## src/rtl/msg_event_queue_if.sv

```systemverilog
`default_nettype none
// ============================================================================
// Module   : msg_event_queue_if
// Brief    : Event-in / entry-out bundle for the simulation message queue.
// Revision : 1.0
// ============================================================================
interface msg_event_queue_if #(
    parameter int DEPTH  = 16,
    parameter int SRC_W  = 8,
    parameter int CODE_W = 16,
    parameter int TS_W   = 32,
    parameter int CNT_W  = 16
);
    logic                       evt_valid;
    logic [1:0]                 evt_type;
    logic [1:0]                 evt_svrt;
    logic [1:0]                 evt_act;
    logic [SRC_W-1:0]           evt_src;
    logic [CODE_W-1:0]          evt_code;

    logic                       m_valid;
    logic                       m_ready;
    logic [TS_W-1:0]            m_ts;
    logic [1:0]                 m_type;
    logic [1:0]                 m_svrt;
    logic [1:0]                 m_act;
    logic [SRC_W-1:0]           m_src;
    logic [CODE_W-1:0]          m_code;

    logic [$clog2(DEPTH):0]     level;
    logic                       ovf;
    logic [CNT_W-1:0]           drop_cnt;
    logic [CNT_W-1:0]           warn_cnt;
    logic [CNT_W-1:0]           err_cnt;
    logic [CNT_W-1:0]           fatal_cnt;
    logic                       stop_req;
    logic                       exit_req;

    // The queue itself sits on the slave side; producers/consumers use master.
    modport slave (
        input  evt_valid, evt_type, evt_svrt, evt_act, evt_src, evt_code, m_ready,
        output m_valid, m_ts, m_type, m_svrt, m_act, m_src, m_code,
        output level, ovf, drop_cnt, warn_cnt, err_cnt, fatal_cnt, stop_req, exit_req
    );

    modport master (
        output evt_valid, evt_type, evt_svrt, evt_act, evt_src, evt_code, m_ready,
        input  m_valid, m_ts, m_type, m_svrt, m_act, m_src, m_code,
        input  level, ovf, drop_cnt, warn_cnt, err_cnt, fatal_cnt, stop_req, exit_req
    );
endinterface
`default_nettype wire

```

## src/rtl/msg_event_queue.sv

```systemverilog
`default_nettype none
// ============================================================================
// Module   : msg_event_queue
// Brief    : Timestamping event FIFO with show-ahead output, statistics and
//            STOP/EXIT request pulses on consumption of flagged entries.
// Revision : 1.0
// ============================================================================
module msg_event_queue #(
    parameter int DEPTH  = 16,
    parameter int SRC_W  = 8,
    parameter int CODE_W = 16,
    parameter int TS_W   = 32,
    parameter int CNT_W  = 16
) (
    input  logic                clk,
    input  logic                rst_n,
    msg_event_queue_if.slave    bus
);
    localparam int c_AW = $clog2(DEPTH);
    localparam int c_PW = c_AW + 1;
    localparam int c_EW = TS_W + 6 + SRC_W + CODE_W;

    localparam logic [1:0] c_TYPE_WARN  = 2'd1;
    localparam logic [1:0] c_TYPE_ERROR = 2'd2;
    localparam logic [1:0] c_TYPE_FATAL = 2'd3;
    localparam logic [1:0] c_ACT_STOP   = 2'd1;
    localparam logic [1:0] c_ACT_EXIT   = 2'd2;

    logic [TS_W-1:0]    ts_q;
    logic [c_PW-1:0]    wr_ptr_q, wr_ptr_d;
    logic [c_PW-1:0]    rd_ptr_q, rd_ptr_d;
    logic               ovf_q, ovf_d;
    logic [CNT_W-1:0]   drop_q, drop_d;
    logic [CNT_W-1:0]   warn_q, warn_d;
    logic [CNT_W-1:0]   err_q, err_d;
    logic [CNT_W-1:0]   fatal_q, fatal_d;
    logic               stop_q, stop_d;
    logic               exit_q, exit_d;
    logic [c_EW-1:0]    mem_q [DEPTH];

    logic               w_empty;
    logic               w_full;
    logic               w_pop;
    logic               w_push;
    logic               w_drop;
    logic [c_EW-1:0]    w_wdata;
    logic [c_EW-1:0]    w_head;
    logic [1:0]         w_head_act;

    function automatic logic [CNT_W-1:0] sat_inc(input logic [CNT_W-1:0] v, input logic en);
        return (en && (v != {CNT_W{1'b1}})) ? v + 1'b1 : v;
    endfunction

    assign w_empty = (wr_ptr_q == rd_ptr_q);
    assign w_full  = (wr_ptr_q[c_AW-1:0] == rd_ptr_q[c_AW-1:0]) &&
                     (wr_ptr_q[c_AW] != rd_ptr_q[c_AW]);
    assign w_pop   = !w_empty && bus.m_ready;
    assign w_push  = bus.evt_valid && (!w_full || w_pop);
    assign w_drop  = bus.evt_valid && w_full && !w_pop;

    assign w_wdata = {ts_q, bus.evt_type, bus.evt_svrt, bus.evt_act, bus.evt_src, bus.evt_code};

    // Fields read as zero while empty so stale storage never leaks out.
    assign w_head     = w_empty ? '0 : mem_q[rd_ptr_q[c_AW-1:0]];
    assign w_head_act = w_head[CODE_W+SRC_W +: 2];

    always_comb begin
        wr_ptr_d = wr_ptr_q;
        rd_ptr_d = rd_ptr_q;
        if (w_push) begin
            wr_ptr_d = wr_ptr_q + 1'b1;
        end
        if (w_pop) begin
            rd_ptr_d = rd_ptr_q + 1'b1;
        end
        ovf_d   = ovf_q | w_drop;
        drop_d  = sat_inc(drop_q,  w_drop);
        warn_d  = sat_inc(warn_q,  bus.evt_valid && (bus.evt_type == c_TYPE_WARN));
        err_d   = sat_inc(err_q,   bus.evt_valid && (bus.evt_type == c_TYPE_ERROR));
        fatal_d = sat_inc(fatal_q, bus.evt_valid && (bus.evt_type == c_TYPE_FATAL));
        stop_d  = w_pop && (w_head_act == c_ACT_STOP);
        exit_d  = w_pop && (w_head_act == c_ACT_EXIT);
    end

    always_ff @(posedge clk) begin
        if (!rst_n) begin
            ts_q     <= '0;
            wr_ptr_q <= '0;
            rd_ptr_q <= '0;
            ovf_q    <= 1'b0;
            drop_q   <= '0;
            warn_q   <= '0;
            err_q    <= '0;
            fatal_q  <= '0;
            stop_q   <= 1'b0;
            exit_q   <= 1'b0;
        end else begin
            ts_q     <= ts_q + 1'b1;
            wr_ptr_q <= wr_ptr_d;
            rd_ptr_q <= rd_ptr_d;
            ovf_q    <= ovf_d;
            drop_q   <= drop_d;
            warn_q   <= warn_d;
            err_q    <= err_d;
            fatal_q  <= fatal_d;
            stop_q   <= stop_d;
            exit_q   <= exit_d;
        end
    end

    // Storage needs no reset: visibility is governed entirely by the pointers.
    always_ff @(posedge clk) begin
        if (w_push) begin
            mem_q[wr_ptr_q[c_AW-1:0]] <= w_wdata;
        end
    end

    assign bus.m_valid   = !w_empty;
    assign bus.m_code    = w_head[0 +: CODE_W];
    assign bus.m_src     = w_head[CODE_W +: SRC_W];
    assign bus.m_act     = w_head_act;
    assign bus.m_svrt    = w_head[CODE_W+SRC_W+2 +: 2];
    assign bus.m_type    = w_head[CODE_W+SRC_W+4 +: 2];
    assign bus.m_ts      = w_head[c_EW-1 -: TS_W];
    assign bus.level     = wr_ptr_q - rd_ptr_q;
    assign bus.ovf       = ovf_q;
    assign bus.drop_cnt  = drop_q;
    assign bus.warn_cnt  = warn_q;
    assign bus.err_cnt   = err_q;
    assign bus.fatal_cnt = fatal_q;
    assign bus.stop_req  = stop_q;
    assign bus.exit_req  = exit_q;

endmodule
`default_nettype wire

```

## src/flat_wrapper.sv

```systemverilog
// flat-port wrapper written by rule: the top's interface ports become plain ports
module msg_event_queue_flat 
#(
    parameter int DEPTH  = 16,
    parameter int SRC_W  = 8,
    parameter int CODE_W = 16,
    parameter int TS_W   = 32,
    parameter int CNT_W  = 16
)
  (clk, rst_n, bus_evt_valid, bus_evt_type, bus_evt_svrt, bus_evt_act, bus_evt_src, bus_evt_code, bus_m_ready, bus_m_valid, bus_m_ts, bus_m_type, bus_m_svrt, bus_m_act, bus_m_src, bus_m_code, bus_level, bus_ovf, bus_drop_cnt, bus_warn_cnt, bus_err_cnt, bus_fatal_cnt, bus_stop_req, bus_exit_req);
  msg_event_queue_if #(.DEPTH(DEPTH), .SRC_W(SRC_W), .CODE_W(CODE_W), .TS_W(TS_W), .CNT_W(CNT_W)) bus_i ();
  input  logic clk;
  input  logic rst_n;
  input wire logic [$bits(bus_i.evt_valid)-1:0] bus_evt_valid;
  input wire logic [$bits(bus_i.evt_type)-1:0] bus_evt_type;
  input wire logic [$bits(bus_i.evt_svrt)-1:0] bus_evt_svrt;
  input wire logic [$bits(bus_i.evt_act)-1:0] bus_evt_act;
  input wire logic [$bits(bus_i.evt_src)-1:0] bus_evt_src;
  input wire logic [$bits(bus_i.evt_code)-1:0] bus_evt_code;
  input wire logic [$bits(bus_i.m_ready)-1:0] bus_m_ready;
  output wire logic [$bits(bus_i.m_valid)-1:0] bus_m_valid;
  output wire logic [$bits(bus_i.m_ts)-1:0] bus_m_ts;
  output wire logic [$bits(bus_i.m_type)-1:0] bus_m_type;
  output wire logic [$bits(bus_i.m_svrt)-1:0] bus_m_svrt;
  output wire logic [$bits(bus_i.m_act)-1:0] bus_m_act;
  output wire logic [$bits(bus_i.m_src)-1:0] bus_m_src;
  output wire logic [$bits(bus_i.m_code)-1:0] bus_m_code;
  output wire logic [$bits(bus_i.level)-1:0] bus_level;
  output wire logic [$bits(bus_i.ovf)-1:0] bus_ovf;
  output wire logic [$bits(bus_i.drop_cnt)-1:0] bus_drop_cnt;
  output wire logic [$bits(bus_i.warn_cnt)-1:0] bus_warn_cnt;
  output wire logic [$bits(bus_i.err_cnt)-1:0] bus_err_cnt;
  output wire logic [$bits(bus_i.fatal_cnt)-1:0] bus_fatal_cnt;
  output wire logic [$bits(bus_i.stop_req)-1:0] bus_stop_req;
  output wire logic [$bits(bus_i.exit_req)-1:0] bus_exit_req;
  assign bus_i.evt_valid = bus_evt_valid;
  assign bus_i.evt_type = bus_evt_type;
  assign bus_i.evt_svrt = bus_evt_svrt;
  assign bus_i.evt_act = bus_evt_act;
  assign bus_i.evt_src = bus_evt_src;
  assign bus_i.evt_code = bus_evt_code;
  assign bus_i.m_ready = bus_m_ready;
  assign bus_m_valid = bus_i.m_valid;
  assign bus_m_ts = bus_i.m_ts;
  assign bus_m_type = bus_i.m_type;
  assign bus_m_svrt = bus_i.m_svrt;
  assign bus_m_act = bus_i.m_act;
  assign bus_m_src = bus_i.m_src;
  assign bus_m_code = bus_i.m_code;
  assign bus_level = bus_i.level;
  assign bus_ovf = bus_i.ovf;
  assign bus_drop_cnt = bus_i.drop_cnt;
  assign bus_warn_cnt = bus_i.warn_cnt;
  assign bus_err_cnt = bus_i.err_cnt;
  assign bus_fatal_cnt = bus_i.fatal_cnt;
  assign bus_stop_req = bus_i.stop_req;
  assign bus_exit_req = bus_i.exit_req;
  msg_event_queue #(.DEPTH(DEPTH), .SRC_W(SRC_W), .CODE_W(CODE_W), .TS_W(TS_W), .CNT_W(CNT_W)) u_core (.clk(clk), .rst_n(rst_n), .bus(bus_i));
endmodule
```

## config.mk

```make
export PLATFORM = sky130hd
export DESIGN_NAME = msg_event_queue_flat
export DESIGN_NICKNAME = d
export VERILOG_FILES = /design/src/rtl/msg_event_queue_if.sv /design/src/rtl/msg_event_queue.sv /design/src/flat_wrapper.sv
export SDC_FILE = /design/constraint.sdc
export NUM_CORES = 1
export LEC_CHECK = 0
export ABC_AREA = 1
export CAP_MARGIN = 5
export CORE_MARGIN = 2
export CORE_UTILIZATION = 45
export DETAILED_ROUTE_END_ITERATION = 8
export SLEW_MARGIN = 15
export SYNTH_ARGS = -nofsm -noshare
export SYNTH_HDL_FRONTEND = slang
export SYNTH_SLANG_ARGS = --single-unit
export TNS_END_PERCENT = 5
```

## constraint.sdc

```tcl
create_clock -name clk -period 9.75 [get_ports clk]
set_input_delay 2.925 -clock clk [delete_from_list [all_inputs] [get_ports clk]]
set_output_delay 2.925 -clock clk [all_outputs]
set_load 0.01 [all_outputs]
```

==> impl_metrics.csv <==
group,metric,value,unit
run_status,status,"complete, no violations",
clock_tree,cts_root_buf,"clkbuf_16",
min_path,min-delay-start,"u_core.bus.ovf",
worst_setup_path,worstPathArrival,4.77,ns
logic_synthesis,synth_top_area_share,64.9,%
placed_design,gp_congestion,0.834,
logic_synthesis,synth-xor-area-share,0.667,%
route,avgRoutedWirePerCell,20.9,um
grt,grt_util_met1,32.0,%
logic_synthesis,synth-compound-area-share,6.89,%
worst_setup_path,path_class,"flip-flop to primary output",
grt,antenna_found_initial,4,
grt,grt-busiest-layer,"met2",
worst_setup_path,end_kind,"primary output",
floorplan,start_util,45.3,%
logic_synthesis,synth_ff_type,"edfxtp_1",
timing,fin_crit_sh,78.9,%
worst_setup_path,r2r_cells,9,
floorplan,die_x,323,um
grt,grt_max_degree,233,
grt,grt_pass1_vias,30300,
cells_and_area,drive_above_1_share,5.59,%
worst_setup_path,r2r-start,"u_core.wr_ptr_q[3]",
cells_and_area,area_delta_synth_final,13.7,%
job,maxCapViolCount,0,
clock_tree,holdBufCountCts,0,
min_path,hold_path_depth,2,
clock_tree,cts_setup_buffers,0,
placed_design,io_buffers,168,
logic_synthesis,synth_nets,4271,
logic_synthesis,synth_cells,4222,
logic_synthesis,yosys.area.top_type,"edfxtp_1",
cells_and_area,final_nets,4369,
clock_tree,cts_buffer_depth,3,
timing,finClkSkew,0.0204,ns
logic_synthesis,ys_async_sr_fraction,0,%
logic_synthesis,synth_cell_types,39,
logic_synthesis,synth.yosys.seq_area_share,69.8,%
worst_setup_path,slowest_delay,0.86,ns
grt,use_met3,4.10,%
worst_setup_path,critPathMaxFanout,232,
floorplan,fp.dieH,323,um
worst_setup_path,reg2reg_slack,5.97,ns
floorplan,io_pins,169,
timing,min_period,7.70,ns
clock_tree,clk_pin_slew_worst_paths,0.06,ns
clock_tree,cts_resized,0,
route,detail-route-antenna-nets,0,
floorplan,core.rowCount,117,
route,drt_iter0_drc,3096,
clock_tree,numCtsBuffers,113,
floorplan,core_area,101000,um2
logic_synthesis,synth_edf_count,992,
logic_synthesis,syn-cell-area,45900,um2
logic_synthesis,yosysWarnings,0,
worst_setup_path,cp.required,6.83,ns
logic_synthesis,yosysMostFrequentCell,"edfxtp_1",
timing,slew_violations,0,
timing,fmax,130,MHz
worst_setup_path,reg2reg_to,"u_core.mem_q[3][17]",
cells_and_area,n_fill_cell,8840,
route,wl,121000,um
timing,finalWorstSetupSlack,2.05,ns
power,ir_drop,141,uV
worst_setup_path,crit_slowest_cell,"dfxtp_4",
logic_synthesis,synth_top_family_by_area,"simple AND/OR/NAND/NOR gates",
floorplan,dieArea,105000,um2
logic_synthesis,synth_mux_area_share,0,%
placed_design,hpwlAfterDp,58500,um
power,leakage,0.0178,uW
timing,rsz0062_at_grt,"false",
power,cellPowerDensity,208,nW/um2
grt,grtUsageMet2,37.1,%
grt,overflow,0,
route,vias_per_cell,5.42,
grt,track_usage,23.0,%
min_path,min_to,"u_core.bus.ovf",
logic_synthesis,syn_avg_cell_area,10.9,um2
logic_synthesis,synthSimpleGateAreaFrac,18.7,%
logic_synthesis,ys_top_cells_by_count,"edfxtp_1, nor2_1, nand2_1, o21ai_0, nand3_1",
logic_synthesis,synth_fa_ha_area_share,0.425,%
worst_setup_path,start_kind,"flip-flop",
clock_tree,htreeDepth,3,
logic_synthesis,ys_ff_latch,1105,
grt,grt_pass1_wl,183000,um
timing,relSlewSlack,20.9,%
clock_tree,cts_tree,"built",
cells_and_area,multi_input_area,12400,um2
route,drtPass1Iterations,5,
route,vias,31400,
timing,hold_viol,0,
clock_tree,clkLatencyLatePin,0.71,ns
placed_design,dp_slack,2.80,ns
min_path,hold_class,"flip-flop to flip-flop",
timing,finalSetupViolCount,0,
cells_and_area,seq_area,32100,um2
worst_setup_path,path_cells,"clkinv_8 > buf_4 > nand2_1 > nand3_1 > nand3_1 > nand3_1 > a21oi_1 > clkdlybuf4s50_1",
clock_tree,cts.sinks,1105,
timing,fin_setup_tns,0,ns
logic_synthesis,synth.top_cells.by_area,"edfxtp_1, nor2_1, nand2_1",
route,route.detailed.drc,0,
timing,worst_pin_slew,1.18,ns
worst_setup_path,cpMostUsedCell,"nand3_1",
[worst max-delay path: cells and delay by family (launching register included)]
family	cells	cell delay, ns
DFF	1	0.86
AOI/OAI and AO/OA	1	0.37
and+or+nand+nor	4	0.47
buffers and inverters	3	2.10
[where the power goes]
part / switching [uW] / internal, uW / total (uW)
logic: 1030 / 515 / 1550
registers: 41.6 / 5180 / 5230
clock network: 1810 / 2300 / 4110
total: 2890 / 8000 / 10900
[logic make-up (layout without fill, tap and decap cells)]
kind of cell | Yosys count | in the layout
AO/OA/AOI/OAI | 615 | 615
XOR/XNOR | 35 | 35
AND/OR/NAND/NOR | 2095 | 2095
other | 0 | 1
flip-flops | 1105 | 1105
adder cells (fa/ha/maj) | 15 | 15
buffers and inverters | 357 | 555
[layer usage]
layer	vias up	share of wire, %
met3	192	7.4
li1	14800	-
met4	6	2.3
met1	15200	44
met2	1128	47
met5	-	0.034
[through the flow]
step	utilization, %	hold slack (ns)	area [um2]	instances	total power (uW)
final	51.5	0.473	52200	5789	10900
after global placement	48.0	0.461	48700	5573	6870
after detailed placement	48.0	0.466	48700	5573	6880
after global routing	51.5	0.511	52200	5788	11300
after CTS	51.5	0.484	52200	5788	11000
after floorplan	-	0.454	45900	4222	6290
[worst max-delay path by stage]
stage / startpoint / to / slack (ns) / depth (start not counted)
floorplan: bus_m_ready / u_core.mem_q[7][0] / 1.74 / 4
global placement: flip-flop / bus_m_act[0] / 2.84 / 10
detailed placement: flip-flop / bus_m_act[0] / 2.80 / 10
CTS: flip-flop / bus_m_act[0] / 2.03 / 10
global route: flip-flop / bus_m_act[0] / 1.82 / 10
finish: flip-flop / bus_m_act[1] / 2.05 / 8
[final cells by class]
cell class	count	share of cell area, %
Clock buffer	145	5.82
Tap cell	1368	3.28
Timing Repair Buffer	214	3.98
Antenna cell	1	0.00479
Inverter	126	0.958
Multi-Input combinational cell	2760	23.7
Clock inverter	70	0.896
Sequential cell	1105	61.4
[cell usage in the layout, fill, tap and decap left out, types with 5 or more instances in the layout]
cell               n
clkinv_1          34
nand3_1          428
nor3_1            11
nand2_1          666
o211ai_1          25
xnor2_1           17
clkbuf_16        115
clkinv_2          23
inv_1            118
clkbuf_8           5
xor2_1            18
buf_4             42
dfxtp_1          109
nand3b_1           9
clkbuf_1          25
nand4_1           17
nor2_1           928
edfxtp_1         992
o21ai_0          435
clkdlybuf4s50_1  168
nor2_4            20
a21oi_1          147
ha_1              14
[sequential cells by signal (all words and copies together), names as in the netlist, named ones only]
name and flops:
u_core.wr_ptr_q 5, u_core.bus.fatal_cnt 16, u_core.mem_q 992, u_core.bus.ovf 1
u_core.bus.err_cnt 16, u_core.bus.drop_cnt 16, u_core.rd_ptr_q 5, u_core.bus.stop_req 1
u_core.bus.exit_req 1, u_core.ts_q 32, u_core.bus.warn_cnt 16
(Power assumes the default switching activity.)
